===== src/rtl/uart_pkg.sv =====
// Shared UART definitions: FSM state encoding, default baud divider and frame format.
// Kept separate so the future receiver can reuse the same constants.
package uart_pkg;

  localparam int unsigned UART_CLK_DIV_DEFAULT = 434;

  localparam int unsigned UART_START_BITS = 1;
  localparam int unsigned UART_STOP_BITS  = 1;

  localparam logic [1:0] UART_ST_IDLE  = 2'd0;
  localparam logic [1:0] UART_ST_START = 2'd1;
  localparam logic [1:0] UART_ST_DATA  = 2'd2;
  localparam logic [1:0] UART_ST_STOP  = 2'd3;

  typedef enum logic [1:0] {
    ST_IDLE  = UART_ST_IDLE,
    ST_START = UART_ST_START,
    ST_DATA  = UART_ST_DATA,
    ST_STOP  = UART_ST_STOP
  } uart_state_e;

  // Clock cycles from the start-bit edge to the end of the stop bit.
  function automatic int unsigned uart_frame_cycles(input int unsigned clk_div,
                                                    input int unsigned dat_width);
    return clk_div * (dat_width + UART_START_BITS + UART_STOP_BITS);
  endfunction

endpackage


===== src/rtl/fifo_uart_tx_if.sv =====
// FIFO read port plus serial-side status, as seen by the UART transmitter.
// master = transmitter side, slave = FIFO/board side.
interface fifo_uart_tx_if #(
  parameter int unsigned dat_width = 8
);

  logic                 tx_en;
  logic                 fifo_empty;
  logic [dat_width-1:0] fifo_data;
  logic                 fifo_rd;
  logic                 tx;
  logic                 busy;

  modport master (
    input  tx_en,
    input  fifo_empty,
    input  fifo_data,
    output fifo_rd,
    output tx,
    output busy
  );

  modport slave (
    output tx_en,
    output fifo_empty,
    output fifo_data,
    input  fifo_rd,
    input  tx,
    input  busy
  );

endinterface


===== src/rtl/uart_baud_gen.sv =====
// Bit-period timer: counts 0..clk_div-1 and flags the last cycle of each bit.
// bit_tick_o is registered and is high exactly while the count sits at its terminal value.
module uart_baud_gen
  import uart_pkg::*;
#(
  parameter int unsigned clk_div = UART_CLK_DIV_DEFAULT
) (
  input  logic clk,
  input  logic reset,
  input  logic clear_i,
  output logic bit_tick_o
);

  localparam int unsigned    CNT_W   = (clk_div > 1) ? $clog2(clk_div) : 1;
  localparam logic [CNT_W-1:0] CNT_MAX = CNT_W'(clk_div - 1);

  logic [CNT_W-1:0] cnt_q, cnt_d;
  logic             tick_q, tick_d;

  // Next count wraps at the terminal value; the tick is precomputed so it stays registered.
  always_comb begin
    cnt_d  = cnt_q;
    tick_d = 1'b0;
    if (clear_i || (cnt_q == CNT_MAX)) begin
      cnt_d = '0;
    end else begin
      cnt_d = cnt_q + CNT_W'(1);
    end
    tick_d = !clear_i && (cnt_d == CNT_MAX);
  end

  always_ff @(posedge clk) begin
    if (reset) begin
      cnt_q  <= '0;
      tick_q <= 1'b0;
    end else begin
      cnt_q  <= cnt_d;
      tick_q <= tick_d;
    end
  end

  assign bit_tick_o = tick_q;

endmodule


===== src/rtl/fifo_uart_tx.sv =====
// Pops bytes from a show-ahead FIFO and sends each as an 8N1-style frame, LSB first.
// One IDLE cycle separates back-to-back frames.
module fifo_uart_tx
  import uart_pkg::*;
#(
  parameter int unsigned dat_width = 8,
  parameter int unsigned clk_div   = UART_CLK_DIV_DEFAULT
) (
  input  logic          clk,
  input  logic          reset,
  fifo_uart_tx_if.master bus
);

  localparam int unsigned      IDX_W    = (dat_width > 1) ? $clog2(dat_width) : 1;
  localparam logic [IDX_W-1:0] IDX_LAST = IDX_W'(dat_width - 1);

  uart_state_e          state_q, state_d;
  logic [dat_width-1:0] shift_q, shift_d;
  logic [IDX_W-1:0]     idx_q, idx_d;
  logic                 tx_q, tx_d;
  logic                 rd_q, rd_d;
  logic                 busy_q, busy_d;
  logic                 baud_clr_c;
  logic                 bit_tick;

  // Held in clear while idle so every frame starts on a fresh bit period.
  uart_baud_gen #(
    .clk_div (clk_div)
  ) u_baud (
    .clk        (clk),
    .reset      (reset),
    .clear_i    (baud_clr_c),
    .bit_tick_o (bit_tick)
  );

  always_ff @(posedge clk) begin
    if (reset) begin
      state_q <= ST_IDLE;
      shift_q <= '0;
      idx_q   <= '0;
      tx_q    <= 1'b1;
      rd_q    <= 1'b0;
      busy_q  <= 1'b0;
    end else begin
      state_q <= state_d;
      shift_q <= shift_d;
      idx_q   <= idx_d;
      tx_q    <= tx_d;
      rd_q    <= rd_d;
      busy_q  <= busy_d;
    end
  end

  // Next-state and registered-output logic.
  always_comb begin
    state_d    = state_q;
    shift_d    = shift_q;
    idx_d      = idx_q;
    tx_d       = tx_q;
    rd_d       = 1'b0;
    busy_d     = busy_q;
    baud_clr_c = 1'b0;

    unique case (state_q)
      ST_IDLE: begin
        baud_clr_c = 1'b1;
        tx_d       = 1'b1;
        busy_d     = 1'b0;
        if (bus.tx_en && !bus.fifo_empty) begin
          shift_d = bus.fifo_data;
          rd_d    = 1'b1;
          tx_d    = 1'b0;
          busy_d  = 1'b1;
          state_d = ST_START;
        end
      end

      ST_START: begin
        if (bit_tick) begin
          idx_d   = '0;
          tx_d    = shift_q[0];
          state_d = ST_DATA;
        end
      end

      ST_DATA: begin
        if (bit_tick) begin
          if (idx_q == IDX_LAST) begin
            tx_d    = 1'b1;
            state_d = ST_STOP;
          end else begin
            shift_d = shift_q >> 1;
            idx_d   = idx_q + IDX_W'(1);
            tx_d    = shift_d[0];
          end
        end
      end

      ST_STOP: begin
        if (bit_tick) begin
          busy_d  = 1'b0;
          state_d = ST_IDLE;
        end
      end

      default: begin
        state_d = ST_IDLE;
      end
    endcase
  end

  assign bus.fifo_rd = rd_q;
  assign bus.tx      = tx_q;
  assign bus.busy    = busy_q;

endmodule

===== src/flat_wrapper.sv =====
// flat-port wrapper written by rule: the top's interface ports become plain ports
module fifo_uart_tx_flat import uart_pkg::*;
#(
  parameter int unsigned dat_width = 8,
  parameter int unsigned clk_div   = UART_CLK_DIV_DEFAULT
)
  (clk, reset, bus_tx_en, bus_fifo_empty, bus_fifo_data, bus_fifo_rd, bus_tx, bus_busy);
  fifo_uart_tx_if #(.dat_width(dat_width)) bus_i ();
  input  logic clk;
  input  logic reset;
  input wire logic [$bits(bus_i.tx_en)-1:0] bus_tx_en;
  input wire logic [$bits(bus_i.fifo_empty)-1:0] bus_fifo_empty;
  input wire logic [$bits(bus_i.fifo_data)-1:0] bus_fifo_data;
  output wire logic [$bits(bus_i.fifo_rd)-1:0] bus_fifo_rd;
  output wire logic [$bits(bus_i.tx)-1:0] bus_tx;
  output wire logic [$bits(bus_i.busy)-1:0] bus_busy;
  assign bus_i.tx_en = bus_tx_en;
  assign bus_i.fifo_empty = bus_fifo_empty;
  assign bus_i.fifo_data = bus_fifo_data;
  assign bus_fifo_rd = bus_i.fifo_rd;
  assign bus_tx = bus_i.tx;
  assign bus_busy = bus_i.busy;
  fifo_uart_tx #(.dat_width(dat_width), .clk_div(clk_div)) u_core (.clk(clk), .reset(reset), .bus(bus_i));
endmodule

===== config.mk =====
export PLATFORM = sky130hd
export DESIGN_NAME = fifo_uart_tx_flat
export DESIGN_NICKNAME = d
export VERILOG_FILES = /design/src/rtl/uart_pkg.sv /design/src/rtl/fifo_uart_tx_if.sv /design/src/rtl/uart_baud_gen.sv /design/src/rtl/fifo_uart_tx.sv /design/src/flat_wrapper.sv
export SDC_FILE = /design/constraint.sdc
export NUM_CORES = 1
export LEC_CHECK = 0
export CAP_MARGIN = 15
export CORE_MARGIN = 3
export CORE_UTILIZATION = 30
export CTS_CLUSTER_DIAMETER = 150
export DETAILED_ROUTE_END_ITERATION = 8
export HOLD_SLACK_MARGIN = 0.1
export PLACE_DENSITY = 0.56
export REMOVE_ABC_BUFFERS = 1
export SKIP_LAST_GASP = 1
export SLEW_MARGIN = 20
export SYNTH_ARGS = -nofsm -noshare
export SYNTH_HDL_FRONTEND = slang
export SYNTH_SLANG_ARGS = --single-unit
export TNS_END_PERCENT = 1

===== constraint.sdc =====
create_clock -name clk -period 1.8 [get_ports clk]
set_input_delay 0.18 -clock clk [delete_from_list [all_inputs] [get_ports clk]]
set_output_delay 0.18 -clock clk [all_outputs]
set_load 0.05 [all_outputs]

==> results by group <==
Outcome
  – Status: complete, no violations

Finish
  – Area grow syn2layout: 27.4%
  – Reg area: roughly 530 sq um
  – # fillers: 420
  – N_diodes: 0
  – Multi-input logic area: 818 sq um
  – Design area: 1740 sq um
  – # nets final: between 200 and 250
  – Layout cells sized above 1: ~20%

Global route
  – GRT Resource Usage Total: 11.2%
  – First-pass GRT wire length: between 4000 and 5000 microns
  – Number of global-route vias before repair: 1129
  – GR Overflow Total: 0
  – Largest net degree at the start of global routing: 18
  – Initial antenna violation count: 0

Yosys
  – Top-area cell type share of the netlist area: between 30% and 40%
  – Gate count of the mapped netlist: ~160
  – Synth Flop Type: dfxtp_1
  – Top cells by count, synth: 27 x nor2_1, 26 x dfxtp_1, 10 x mux2i_1
  – #FFs+latches synth: 26
  – Yosys warning count: 0
  – Seq/Total Area, Yosys: 38.2%
  – Leading area contributor after synthesis: dfxtp_1
  – Synth area leaders: dfxtp_1 38%, ha_1 8.3%, nor2_1 7.4%
  – Syn_area_per_cell: 8.80 sq um
  – Syn Std Cell Area: 1360 sq um
  – Netlist cell types: 41
  – Number of synthesized flops with an enable pin: 0
  – Most frequent cell after synthesis: nor2_1
  – Synth async-reset ratio: 0%

Clock tree
  – Clk sink count: 26
  – Htree depth: 1
  – TritonCTS buffer count: 3
  – Root Driver: clkbuf_8
  – CTS tree: done
  – Post-CTS Hold Buffers: 0
  – Clock Pin Slew Worst Setup and Hold Paths: 0.08 ns
  – Clock latency on the worst-skew pair: 0.26 ns
  – Clock buffer depth: 2

STA
  – Setup Skew: 0.00346 ns
  – RSZ-0062 raised after global routing: true
  – Final hold violation count: 0
  – Max Freq: about 0.58 GHz
  – Rel. slew slack: 67.3%
  – Worst-margin pin slew: between 0.4 and 0.5 ns
  – Setup violators final: 0
  – Final hold slack: approximately 0.46 ns
  – Final Max Slew Viols: 0
  – Final Critical Period: between 1.5 and 2 ns
  – Final worst path period share: 95.4%

Worst setup path
  – Critical Path Max Stage Delay: between 0.4 and 0.5 ns
  – CP top delay family: simple AND/OR/NAND/NOR gates
  – Crit end category: flip-flop
  – CP Buf/Inv Count: 0
  – CP startpoint kind: flip-flop
  – Crit Path Class: reg -> reg
  – Slowest-stage cell, CP: or4b_4
  – Worst-path cell chain: and4_4 > nand2_2 > or4b_4 > a211o_1 > a2111oi_4
  – CP required: about 2.0 ns
  – Arrival @ worst endpoint: 1.89 ns
  – CP max FO: 5

Floorplan
  – Cell Rows: 23
  – Chip height: 73.4 microns
  – Die area: around 5400 sq um
  – Initial core utilization: between 30% and 40%
  – CORE AREA: around 4200 sq um
  – Die X: around 73 microns
  – I/O pins: 15

Power
  – Net Sw Frac: a little under two fifths
  – Internal power: ~1.2 mW
  – Clock power frac: between 10% and 20%
  – Gate power share: 45.0%
  – Sw Pwr: a little over 700 uW
  – Flop pwr share: about two fifths
  – PwrDens: between 1000 and 1500 nW/um^2
  – Lkg Pwr: between 0.6 and 0.7 nW
  – Maximum vdd drop: between 0.0003 and 0.0004 V

Placement
  – RD Place Congestion: about 0.77
  – Dpl hpwl: around 2200 microns
  – Port bufs: 14
  – DP Area: ~1600 sq um

Routing
  – Drt total wl: 3030 microns
  – Routed WL per cell: approximately 13 microns
  – Post-route DRC: 0
  – DR iter-0 viols: 48
  – Vias: between 1k and 1.5k
  – Via-per-instance ratio: 5.12
  – Drt first pass iters: 4
  – Detail Route Antenna Nets: 0

Min path
  – Min-Delay Path Class: reg -> reg

Flow run
  – Max-cap violations: 0
power groups by stage:
stage,Clock (mW),Combinational [mW],Sequential [mW]
5_1_grt,0.354,0.972,0.762
6_report,0.319,0.876,0.750
4_1_cts,0.335,0.816,0.748
2_1_floorplan,0,0.490,0.797
3_5_place_dp,0,0.805,0.759
3_3_place_gp,0,0.785,0.750
through the flow:
| step | utilization (%) | worst slack [ns] | cells | setup TNS [ns] | power (mW) |
|---|---|---|---|---|---|
| after CTS | 40.1 | -0.0517 | 228 | -0.0517 | 1.90 |
| after global placement | 39.0 | -0.0170 | 225 | -0.0170 | 1.53 |
| final | 41.4 | 0.0832 | 230 | 0 | 1.94 |
| after detailed placement | 39.0 | -0.0668 | 225 | -0.0668 | 1.56 |
| after floorplan | - | -0.222 | 146 | -1.82 | 1.29 |
| after global routing | 41.4 | -0.0289 | 230 | -0.0579 | 2.09 |
worst paths after layout:
kind	from	endpoint	cells after the start	slack (ns)
hold reg to reg	u_core.u_baud.cnt_q[0]$_SDFF_PP0_	u_core.u_baud.cnt_q[0]$_SDFF_PP0_	1	0.46
setup reg to reg	u_core.u_baud.cnt_q[0]$_SDFF_PP0_	u_core.u_baud.bit_tick_o$_SDFF_PP0_	5	0.08
hold / removal	u_core.u_baud.cnt_q[0]$_SDFF_PP0_	u_core.u_baud.cnt_q[0]$_SDFF_PP0_	1	0.46
setup / recovery	u_core.u_baud.cnt_q[0]$_SDFF_PP0_	u_core.u_baud.bit_tick_o$_SDFF_PP0_	5	0.08
sequential cells by signal, summed over array words and instances (netlist names):
name,cells
u_core.u_baud.cnt_q,9
u_core.bus.fifo_rd,1
u_core.state_q,2
u_core.bus.tx,1
u_core.bus.busy,1
u_core.u_baud.bit_tick_o,1
u_core.idx_q,3
u_core.shift_q,8
area by class of cell:
class / count / area share, %
inverters: 4 / 0.864
flip-flops and latches: 26 / 30.2
multi-input cells: 116 / 47.1
repair buffers: 31 / 15.8
well taps: 50 / 3.60
clock buffers: 3 / 2.38
routing by layer:
metal  routed length [microns]  share of wire (%)  GRT usage (%)
met2                      1450                 48           18.6
met3                        81                2.7           2.33
met5                         0                  0              0
met1                      1470                 49           14.4
met4                        22               0.73           3.82
cells in the final DEF (no fill, tap or decap), types with 2 or more instances in the layout:
cell type	netlist	routed
xor2_1	5	5
inv_1	4	4
mux2i_1	10	10
nor2_1	27	26
a21oi_1	6	5
o21ai_0	6	6
buf_4	1	15
a211oi_1	7	7
dfxtp_1	26	24
clkbuf_8	0	3
ha_2	0	2
clkdlybuf4s50_1	0	14
nand2_1	9	9
nand2b_1	3	3
ha_1	9	7
nor3_1	4	4
a22oi_1	3	3
nand3_1	4	4
logic make-up after synthesis:
kind of cell | synth area share, %
AND/OR/NAND/NOR | 21.6
AO/OA/AOI/OAI | 16.1
adder cells (fa/ha/maj) | 8.26
multiplexers | 8.17
flip-flops | 38.2
buffers and inverters | 3.94
XOR/XNOR | 3.85
repair_timing:
item                                    4_1_cts  5_1_grt
pin swaps                                     1        5
endpoints found under the setup margin        1        9
gates cloned                                  0        1
resized for setup                             2        9
endpoints found under the hold margin         0        0
setup buffers                                 0        1
Note: power is estimated with default switching activity, not from simulation.
